==> src/rtl/pwm_deadtime_gen.sv <==
// pwm_deadtime_gen: complementary PWM pair with dead time, shadowed settings and fault shutdown
module pwm_deadtime_gen #(
    parameter int DT_W = 8
) (
    input  logic            pwm_clk,
    input  logic            sys_rst_n,
    input  logic            i_pwm_en,
    input  logic            i_period_evt,
    input  logic            i_duty_evt,
    input  logic [DT_W-1:0] i_dt_rise,
    input  logic [DT_W-1:0] i_dt_fall,
    input  logic            i_pol_h,
    input  logic            i_pol_l,
    input  logic            i_upd_req,
    output logic            o_upd_ack,
    input  logic            i_flt_in,
    input  logic            i_flt_clr,
    output logic            o_flt_sts,
    output logic            o_pwm_h,
    output logic            o_pwm_l
);
    typedef enum logic [2:0] {IDLE, DT_RISE, HIGH, DT_FALL, LOW} state_t;

    state_t          r_state, w_nxt;
    logic [DT_W-1:0] r_cnt, w_cnt_nxt;
    logic [DT_W-1:0] r_dt_rise_s, r_dt_fall_s, w_dt_rise_n, w_dt_fall_n;
    logic            r_pol_h_s, r_pol_l_s, w_pol_h_n, w_pol_l_n;
    logic            r_upd_pend, r_upd_ack;
    logic            r_flt_s1, r_flt_s2, r_flt_sts;
    logic            r_pwm_h, r_pwm_l;
    logic            w_xfer, w_stop, w_go_rise, w_go_fall;

    // the period starting on the transfer edge already sees the new settings
    assign w_xfer      = (r_upd_pend | i_upd_req) & (i_period_evt | !i_pwm_en | r_state == IDLE);
    assign w_dt_rise_n = w_xfer ? i_dt_rise : r_dt_rise_s;
    assign w_dt_fall_n = w_xfer ? i_dt_fall : r_dt_fall_s;
    assign w_pol_h_n   = w_xfer ? i_pol_h : r_pol_h_s;
    assign w_pol_l_n   = w_xfer ? i_pol_l : r_pol_l_s;
    assign w_stop      = !i_pwm_en | r_flt_s2 | r_flt_sts;

    always_comb begin
        w_nxt     = r_state;
        w_cnt_nxt = r_cnt;
        w_go_rise = 1'b0;
        w_go_fall = 1'b0;
        case (r_state)
            IDLE: begin
                w_go_fall = i_period_evt & i_duty_evt;
                w_go_rise = i_period_evt & !i_duty_evt;
            end
            DT_RISE: begin
                if (i_duty_evt)               w_nxt = LOW;
                else if (r_cnt <= DT_W'(1))   w_nxt = HIGH;
                else                          w_cnt_nxt = r_cnt - DT_W'(1);
            end
            HIGH: w_go_fall = i_duty_evt;
            DT_FALL: begin
                if (i_period_evt & !i_duty_evt) w_go_rise = 1'b1;
                else if (r_cnt <= DT_W'(1))     w_nxt = LOW;
                else                            w_cnt_nxt = r_cnt - DT_W'(1);
            end
            LOW: w_go_rise = i_period_evt & !i_duty_evt;
            default: w_nxt = IDLE;
        endcase
        if (w_go_rise) begin
            w_nxt     = (w_dt_rise_n == '0) ? HIGH : DT_RISE;
            w_cnt_nxt = w_dt_rise_n;
        end
        if (w_go_fall) begin
            w_nxt     = (w_dt_fall_n == '0) ? LOW : DT_FALL;
            w_cnt_nxt = w_dt_fall_n;
        end
        if (w_stop) w_nxt = IDLE;
    end

    always_ff @(posedge pwm_clk or negedge sys_rst_n) begin
        if (!sys_rst_n) begin
            r_state     <= IDLE;
            r_cnt       <= '0;
            r_dt_rise_s <= '0;
            r_dt_fall_s <= '0;
            r_pol_h_s   <= 1'b0;
            r_pol_l_s   <= 1'b0;
            r_upd_pend  <= 1'b0;
            r_upd_ack   <= 1'b0;
            r_flt_s1    <= 1'b0;
            r_flt_s2    <= 1'b0;
            r_flt_sts   <= 1'b0;
            r_pwm_h     <= 1'b0;
            r_pwm_l     <= 1'b0;
        end else begin
            r_state     <= w_nxt;
            r_cnt       <= w_cnt_nxt;
            r_dt_rise_s <= w_dt_rise_n;
            r_dt_fall_s <= w_dt_fall_n;
            r_pol_h_s   <= w_pol_h_n;
            r_pol_l_s   <= w_pol_l_n;
            r_upd_pend  <= !w_xfer & (r_upd_pend | i_upd_req);
            r_upd_ack   <= w_xfer;
            r_flt_s1    <= i_flt_in;
            r_flt_s2    <= r_flt_s1;
            r_flt_sts   <= r_flt_s2 | (r_flt_sts & !i_flt_clr);
            r_pwm_h     <= (w_nxt == HIGH) ^ w_pol_h_n;
            r_pwm_l     <= (w_nxt == LOW) ^ w_pol_l_n;
        end
    end

    assign o_upd_ack = r_upd_ack;
    assign o_flt_sts = r_flt_sts;
    assign o_pwm_h   = r_pwm_h;
    assign o_pwm_l   = r_pwm_l;
endmodule

==> config.mk <==
export PLATFORM = sky130hd
export DESIGN_NAME = pwm_deadtime_gen
export DESIGN_NICKNAME = d
export VERILOG_FILES = /design/src/rtl/pwm_deadtime_gen.sv
export SDC_FILE = /design/constraint.sdc
export NUM_CORES = 1
export LEC_CHECK = 0
export ABC_AREA = 1
export CORE_ASPECT_RATIO = 1.75
export CORE_MARGIN = 5
export CORE_UTILIZATION = 57
export CTS_BUF_LIST = sky130_fd_sc_hd__clkbuf_8 sky130_fd_sc_hd__clkbuf_16
export DETAILED_ROUTE_END_ITERATION = 12
export HOLD_SLACK_MARGIN = 0.15
export MAX_ROUTING_LAYER = met4
export PLACE_DENSITY_LB_ADDON = 0.3
export SETUP_SLACK_MARGIN = 0.2
export SLEW_MARGIN = 30
export SYNTH_ARGS = -nofsm -noshare
export SYNTH_HDL_FRONTEND = slang
export SYNTH_SLANG_ARGS = --single-unit
export TNS_END_PERCENT = 50
==> constraint.sdc <==
create_clock -name pwm_clk -period 3.7 [get_ports pwm_clk]
set_clock_uncertainty 0.1 [all_clocks]
set_input_delay 1.11 -clock pwm_clk [delete_from_list [all_inputs] [get_ports pwm_clk]]
set_output_delay 1.11 -clock pwm_clk [all_outputs]
set_load 0.02 [all_outputs]
# --- Yosys cells after proc, flatten, opt, wreduce, memory -nomap -nowiden ---
# Cells that the tools add are included.
op_classes:
  n_eq_ne: 8
  addsub: 1
  bitwise_logic: 13
  n_lt_le_gt_ge: 1
  reduce_logical: 11
  mux: 23
ops:
  columns: ["op", "count"]
  rows:
  - ["$mux W8", 7]
  - ["$mux W3", 8]
  - ["$logic_not A8 Y1", 2]
  - ["$pmux W8 S2", 1]
  - ["$eq A3 B2 Y1 const B", 3]
  - ["$pmux W3 S3", 1]
  - ["$le A8 B1 Y1 const B", 1]
  - ["$ne A4 B4 Y1 const B", 2]
  - ["$sub A8 B1 Y8 const B", 1]
  - ["$eq A3 B3 Y1 const B", 2]
  - ["$or A1 B1 Y1", 6]
  - ["$and A1 B1 Y1", 5]
  - ["$logic_not A1 Y1", 4]
  - ["$pmux W1 S2", 2]
  - ["$reduce_bool A4 Y1", 1]
  - ["$eq A3 B1 Y1 const B", 1]
  - ["$logic_not A3 Y1", 1]
  - ["$mux W1", 3]
  - ["$reduce_and A3 Y1", 1]
  - ["$reduce_or A3 Y1", 1]
  - ["$mux W2", 1]
  - ["$reduce_or A2 Y1", 1]
  - ["$xor A1 B1 Y1", 2]
word_totals:
  wordCells: 70
  reg_bits: 36
  input_bits: 26

# --- Logic depth before layout (Yosys ltp) ---
# Gate-level depths: netlist of the first run.
logic_depth:
  ltp_word: 12
  depth_mapped: 16

# --- Worst setup path after synthesis of the first run ---
# OpenSTA, ideal clock, no wires.
synth_path:
  path_kind: "input -> register"
  startpoint: "input i_pwm_en"
  endpoint: "register r_pwm_h (netlist: o_pwm_h)"
  path_slack_ps: 1171
  required_time_ps: 3483
  stages: 16
  arrival_ps: 2312
  cell_sequence: "inv_1 > nor2_1 > nand2_4 > nand2_4 > buf_6 > nand2_1 > nand2_1 > nand2_1 > nor2_1 > nand3_1 > nand2_1 > nand2_1 > nand2_1 > nand3_1 > nand2_1 > nand2_1"
synth_via:
  elab_chain_cells: 12
  word_cells_on_any_way: 18
synth_lines:
  columns: ["item", "line", "source"]
  rows:
  - ["start: declaration", "7", "input logic i_pwm_en,"]
  - ["$logic_not A1 Y1 *", "34, 39", null]
  - ["$or A1 B1 Y1 (2 in a row)", "34", "assign w_xfer = (r_upd_pend | i_upd_req) & (i_period_evt | !i_pwm_en | r_state == IDLE);"]
  - ["$and A1 B1 Y1", "34", null]
  - ["$mux W8", "35", "assign w_dt_rise_n = w_xfer ? i_dt_rise : r_dt_rise_s;"]
  - ["$logic_not A8 Y1", "66", "w_nxt = (w_dt_rise_n == '0) ? HIGH : DT_RISE;"]
  - ["$mux W2", "66", null]
  - ["$mux W3", "65", "if (w_go_rise) begin"]
  - ["$mux W3", "69", "if (w_go_fall) begin"]
  - ["$mux W3", "73", "if (w_stop) w_nxt = IDLE;"]
  - ["$eq A3 B2 Y1", "103", "r_pwm_h <= (w_nxt == HIGH) ^ w_pol_h_n;"]
  - ["$xor A1 B1 Y1 *", "103", null]
  - ["end signal: assignment", "103", null]
  - ["end: declaration", "30", "logic r_pwm_h, r_pwm_l;"]
# Every way passes the cells marked *; elsewhere a longest branch is shown, timed or not.
# A chain may end at the register's enable or synchronous reset.

# --- Final worst setup path of the first run ---
layout_path:
  startpoint: "input i_pwm_en"
  endpoint: "register r_pwm_h (netlist: o_pwm_h)"
layout_via:
  elab_chain_cells: 12
  word_cells_on_any_way: 18
layout_lines:
  columns: ["item", "line", "source"]
  rows:
  - ["$logic_not A1 Y1", "34", null]
  - ["$or A1 B1 Y1 (2 in a row)", "34", null]
  - ["$and A1 B1 Y1", "34", null]
  - ["named net w_xfer", "31", "logic w_xfer, w_stop, w_go_rise, w_go_fall;"]
  - ["$mux W8", "35", null]
  - ["named net w_dt_rise_n[6]", "26", "logic [DT_W-1:0] r_dt_rise_s, r_dt_fall_s, w_dt_rise_n, w_dt_fall_n;"]
  - ["$logic_not A8 Y1", "66", null]
  - ["$mux W2", "66", null]
  - ["$mux W3", "65", null]
  - ["$mux W3", "69", null]
  - ["$mux W3", "73", null]
  - ["$eq A3 B2 Y1", "103", null]
  - ["$xor A1 B1 Y1", "103", null]
# The timed path passes the listed nets, and every way through them passes these cells.

==> reports/metrics.cfg, run 1 <==
[routing]
dr.first_iter.drc_count=51
firstDrtPassIters=4
post_drt_via_cell_ratio=5.22
routed-via-count=1786
routed-wl-met3_um=211
routed_wire_length_per_instance_um=14.3
antenna_violating_nets_post_route=0
wire_length_on_met2_um=2730
wl_met1_um=1710
detail_route.wirelength_um=4890
detail_route.drc_violations=0
highest-signal-layer=met4

[finish]
layout-area-overhead-vs-synth_pct=23.4
layout.nets=324
post_route_cells_drive_above_1_share_pct=8.42
n_antenna_cell=0
design_area_mm2=0.00243
final_common_cell=sky130_fd_sc_hd__nand2_1
layout_common_cells=sky130_fd_sc_hd__nand2_1 (62), sky130_fd_sc_hd__inv_1 (53), sky130_fd_sc_hd__dfrtp_1 (36)

[global_route]
groute.usage.overall_pct=24.2
grt_remaining_overflow=0
global_route_wire_length_before_repair_um=8090
first_global_vias=1954
grt_start_max_net_pins=37
antenna_found_initial=0

[critical_path]
start_kind=input pin
crit_path_cell_trace=clkdlybuf4s50_1 -> inv_1 -> nor2_1 -> nand2_4 -> nand2_4 -> inv_1 -> nand2_1 -> nand2_1 -> nor2_1 -> nand3_1 -> nand2_1 -> nand2_1 -> nand2_1 -> nand3_1 -> nand2_1 -> nand2_1
timing.critical_path.fanout_max=26
critical_path.slowest_cell=sky130_fd_sc_hd__clkdlybuf4s50_1
worstSetupEndpointType=register
cp_data_required_time_ns=3.79
critPathTopFamily=simple AND/OR/NAND/NOR gates
critical_path_buf_inv_count=3
cpMostUsedCell=sky130_fd_sc_hd__nand2_1
worstSetupPathDepth=16
setup.worst_path.class=input pin to register
cp_arrival_ns=3.16
crit_path_max_incr_delay_ns=0.46
reg2reg_depth=14

[clock_network]
cts_repair_resize_count=0
cts_hold_buf=0
ctsLongestPathBuffers=2
cts.root.buffer_cell=sky130_fd_sc_hd__clkbuf_8
clock-sinks=36
worstSkewPairLatency_ns=0.29
tritoncts=yes
h-tree-depth=2
cts_setup_buffers=0
cts-buffers-inserted=5
clock_transition_at_the_registers_of_the_reported_paths_ns=0.07

[sta]
worst_hold_slack_ns=0.264
timing.fmax_mhz=325
setup_viol=0
finalMaxSlewViolations=0
final.min_clock_period_ns=3.07
unrepaired_setup_endpoints_after_global_routing=false
timing_worst_slew_pin_value_ns=0.456
finalHoldViolations=0
finalSetupTns_ns=0
worst_slew_margin_rel_pct=69.6
period_utilisation_layout_pct=83.1

[pwr]
p_sw_w=0.000367
p_sw_share_pct=32.1
power_leakage_nw=1.23
p_int_w=0.000775
comb_power_share_pct=27.0
power.sequential.fraction_pct=42.8
power.ir.vdd_worst_mv=0.359
p_per_area_mw_per_mm2=471
p_clk_share_pct=30.2

[place]
finalWeightedCongestion=0.949
hpwlAfterDp_um=3840
io_buffers=29
postPlaceCellArea_mm2=0.00231

[logic_synthesis]
post_synth_net_total=288
synth_sequential_area_ratio_pct=45.8
synth_area_per_cell_um2=7.56
synth-seq-cells=36
syn_area_mm2=0.00197
synth_cell_type_count=31
synthCells=260
yosys_warnings=0

[min_path]
holdPathStages=0
hold_path.class=register to register

[run_status]
outcome=complete, no violations

[floorplan]
placeableCoreArea_mm2=0.00336
die_area_mm2=0.00477
die_width_um=54.4
initial_core_util_pct=58.4
floorplan.rows=28
io_pins=30
chipHeight_um=87.7

[job]
cap_violations=0

==> worst paths after layout <==
kind	endpoint	slack, ns	from
min	r_flt_s2	0.26	r_flt_s1
min reg2reg	r_flt_s2	0.26	r_flt_s1
max	o_pwm_h	0.63	i_pwm_en
max reg2reg	o_pwm_h	1.43	r_state[1]
min in group asynchronous	r_cnt[0]	1.13	sys_rst_n
max in group asynchronous	o_pwm_l	2.05	sys_rst_n
==> routing by layer <==
metal / global-route usage (%) / vias up
li1: - / 876
met1: 22.2 / 840
met2: 43.4 / 51
met3: 4.60 / 19
met4: 14.7 / 0
met5: - / -
==> registers in the layout (all words and copies together), names as in the netlist <==
name,flops
r_pol_h_s,1
r_flt_s2,1
o_pwm_h,1
r_upd_pend,1
r_pol_l_s,1
o_flt_sts,1
r_dt_fall_s,8
o_pwm_l,1
r_cnt,8
o_upd_ack,1
r_dt_rise_s,8
r_flt_s1,1
r_state,3
==> layout make-up <==
type / count / area [µm²]
fill: 302 / 937
sequential: 36 / 901
multi-input combinational: 164 / 822
timing repair buffer: 34 / 328
inverter: 55 / 208
clock buffer: 5 / 68.8
tap: 45 / 56.3
clock inverter: 3 / 42.5
==> per-stage QoR <==
step                      total power (W)  instances  setup slack, ns  util [%]
after floorplan                  0.000689        260             1.17         -
after detailed placement         0.000803        334            0.306      68.8
after global routing              0.00121        342            0.383      72.1
final                             0.00114        342            0.627      72.1
after CTS                         0.00115        342            0.614      72.1
after global placement           0.000791        334            0.423      68.8
==> power by group through the flow <==
| stage | registers, W | clock network [W] | logic, W |
|---|---|---|---|
| finish | 0.000489 | 0.000345 | 0.000308 |
| global route | 0.000495 | 0.000364 | 0.000351 |
| CTS | 0.000488 | 0.000348 | 0.000309 |
| detailed placement | 0.000495 | 0 | 0.000308 |
| global placement | 0.000493 | 0 | 0.000298 |
| floorplan | 0.000489 | 0 | 0.000200 |
==> Yosys cell counts (all sizes together) <==
master / n / share of area [%]
ha: 2 / 1.3
o31ai: 1 / 0.38
or2: 1 / 0.32
nand3: 9 / 2.3
clkbuf: 2 / 0.38
o211ai: 4 / 1.5
xnor2: 3 / 1.3
clkinv: 2 / 0.45
o21ai: 28 / 7.3
inv: 53 / 10
nand3b: 5 / 1.9
nand4: 2 / 0.64
nor2: 24 / 4.8
o2111ai: 1 / 0.45
buf: 3 / 1.4
xor2: 2 / 0.89
o22ai: 2 / 0.64
a21oi: 7 / 2.0
a211oi: 3 / 1.1
nand2: 68 / 14
nor3: 1 / 0.25
dfrtp: 36 / 46
o21bai: 1 / 0.38
==> cell families (layout without fill, tap and decap cells) <==
logic type	Yosys count	in the layout	share of synthesized area (%)
compound gates	47	47	13.8
xor+xnor	5	5	2.23
fa+ha+maj	2	2	1.27
buf+inv	60	97	12.3
flops	36	36	45.8
simple gates	110	110	24.5
No activity file was read; power rests on OpenSTA's default activity.
==> run 2: changes to the inputs <==
CORE_UTILIZATION = 53   (was 57)
clock period = 3.1 ns   (was 3.7 ns; I/O delays follow)
==> run 2 against run 1 <==
Effect of this change:
- total power increased by 9.8%
- setup slack got worse by 0.19 ns
- sequential share of layout area decreased by 0.44 points
- first-iteration DRC count decreased by 20%
- hold slack got worse by 0.011 ns
- flip-flop and latch count unchanged
- global-route usage decreased by 4.4 points
- critical path depth unchanged
- critical path type unchanged
- highest routed layer unchanged
==> reports/metrics.cfg, run 2 (synthesis gave the netlist of run 1 again) <==
[floorplan]
die_area_mm2=0.00507
floorplan.rows=29
io_pins=30
chipHeight_um=90.6
initial_core_util_pct=54.7
placeableCoreArea_mm2=0.00359
die_width_um=56.0

[sta]
worst_hold_slack_ns=0.254
finalMaxSlewViolations=0
worst_slew_margin_rel_pct=70.4
unrepaired_setup_endpoints_after_global_routing=false
period_utilisation_layout_pct=85.9
post_route_setup_slack_ns=0.436
timing.fmax_mhz=375
timing_worst_slew_pin_value_ns=0.443
finalSetupTns_ns=0
setup_viol=0
final.min_clock_period_ns=2.66
finalHoldViolations=0

[routing]
routed-via-count=1712
detail_route.drc_violations=0
post_drt_via_cell_ratio=4.91
antenna_violating_nets_post_route=0
detail_route.wirelength_um=4530
firstDrtPassIters=5
dr.first_iter.drc_count=41
routed_wire_length_per_instance_um=13.0

[finish]
n_antenna_cell=0
layout.nets=331
layout_common_cells=sky130_fd_sc_hd__nand2_1 (62), sky130_fd_sc_hd__inv_1 (54), sky130_fd_sc_hd__dfrtp_1 (36)
layout-area-overhead-vs-synth_pct=24.9
layout_top_registers=r_cnt: 8 flops, r_dt_fall_s: 8 flops, r_dt_rise_s: 8 flops
final_cell_count_no_fill=349
final_common_cell=sky130_fd_sc_hd__nand2_1
post_route_cells_drive_above_1_share_pct=9.90

[place]
hpwlAfterDp_um=3560
finalWeightedCongestion=0.930
post-place-cells=342
setup_ws_pre_cts_ns=0.0499
io_buffers=29

[global_route]
antenna_found_initial=0
met1_usage_pct=20.4
grt_remaining_overflow=0
groute.usage.overall_pct=19.8
first_global_vias=1790
grt.met2_usage_pct=36.0
gr-max-usage-layer=met2
grt_start_max_net_pins=37
global_route_wire_length_before_repair_um=7790
gr-usage-met3_pct=3.43

[critical_path]
setup.worst_path.class=input pin to register
cp_data_required_time_ns=3.17
cp_arrival_ns=2.73
start_kind=input pin
worstSetupEndpointType=register
timing.rr.start=r_cnt[0]
timing.critical_path.fanout_max=26
setup.worst_path.start=i_pwm_en

[clock_network]
h-tree-depth=2
clock_transition_at_the_registers_of_the_reported_paths_ns=0.07
cts_hold_buf=0
ctsLongestPathBuffers=2
tritoncts=yes
clock-sinks=36
cts_setup_buffers=0
cts-buffers-inserted=5
worstSkewPairLatency_ns=0.27
cts.root.buffer_cell=sky130_fd_sc_hd__clkbuf_8

[pwr]
p_sw_w=0.000408
p_sw_share_pct=32.5
p_per_area_mw_per_mm2=511
p_clk_share_pct=24.1
p_int_w=0.000846
report.power.total_w=0.00125
power_leakage_nw=1.26
power.ir.vdd_worst_mv=0.306
power.sequential.fraction_pct=46.5
comb_power_share_pct=29.4

[run_status]
outcome=complete, no violations

[min_path]
hold_path.class=register to register
min-delay-start=r_flt_s1

[job]
cap_violations=0

-- run 2: cell types whose count changed in the layout (fill, tap and decap cells not counted) --
cell	previous run	this run
sky130_fd_sc_hd__buf_4	5	12
sky130_fd_sc_hd__clkinvlp_4	1	0
sky130_fd_sc_hd__bufinv_16	1	0
sky130_fd_sc_hd__nand2_4	2	1
sky130_fd_sc_hd__nand2_8	0	1
sky130_fd_sc_hd__inv_1	53	54
-- run 2: critical path, cell delays in order --
cell and delay, ns:
sky130_fd_sc_hd__clkdlybuf4s50_1 0.45, sky130_fd_sc_hd__inv_1 0.05, sky130_fd_sc_hd__nor2_1 0.16, sky130_fd_sc_hd__nand2_4 0.10
sky130_fd_sc_hd__nand2_8 0.15, sky130_fd_sc_hd__inv_1 0.11, sky130_fd_sc_hd__nand2_1 0.07, sky130_fd_sc_hd__nand2_1 0.06
sky130_fd_sc_hd__nor2_1 0.14, sky130_fd_sc_hd__nand3_1 0.12, sky130_fd_sc_hd__nand2_1 0.07, sky130_fd_sc_hd__nand2_1 0.06
sky130_fd_sc_hd__nand2_1 0.07, sky130_fd_sc_hd__nand3_1 0.06, sky130_fd_sc_hd__nand2_1 0.07, sky130_fd_sc_hd__nand2_1 0.05
-- run 2: per-stage QoR --
stage | util, % | cell area, µm²
floorplan | - | 1970
global placement | 65.9 | 2370
detailed placement | 65.9 | 2370
CTS | 68.1 | 2450
global route | 68.3 | 2450
finish | 68.3 | 2450
-- run 2: power groups by stage --
| stage | sequential (W) | clock, W | combinational, W |
|---|---|---|---|
| 2_1_floorplan | 0.000584 | 0 | 0.000238 |
| 3_3_place_gp | 0.000588 | 0 | 0.000358 |
| 3_5_place_dp | 0.000589 | 0 | 0.000365 |
| 4_1_cts | 0.000582 | 0.000308 | 0.000366 |
| 5_1_grt | 0.000591 | 0.000328 | 0.000418 |
| 6_report | 0.000583 | 0.000302 | 0.000369 |
-- run 2: routing by layer --
layer	wire (µm)	share of wire (%)	vias to the layer above
li1	-	-	889
met1	1710	38	776
met2	2550	56	39
met3	167	3.7	8
met4	110	2.4	0
met5	0	0	-
-- run 2: path summary, 6_finish.rpt --
check	cells after the start	end	slack, ns
worst max-delay path	16	o_pwm_h	0.44
worst min-delay path	0	r_flt_s2	0.25
worst max register to register	10	o_pwm_l	1.01
worst min register to register	0	r_flt_s2	0.25
max in group asynchronous	2	r_flt_s2	1.62
min in group asynchronous	2	r_cnt[0]	0.96
-- run 2: layout make-up --
| class | instances | area [µm²] |
|---|---|---|
| fillers | 300 | 1140 |
| clock buffers | 5 | 68.8 |
| repair buffers | 41 | 380 |
| well taps | 46 | 57.6 |
| inverters | 55 | 208 |
| multi-input cells | 164 | 831 |
| flip-flops and latches | 36 | 901 |
| clock inverters | 2 | 8.76 |
-- run 2: repair_timing --
item | CTS | global route
gates resized for setup | 0 | 1
endpoints found under the setup margin | 0 | 2
hold endpoints to repair | 0 | 0
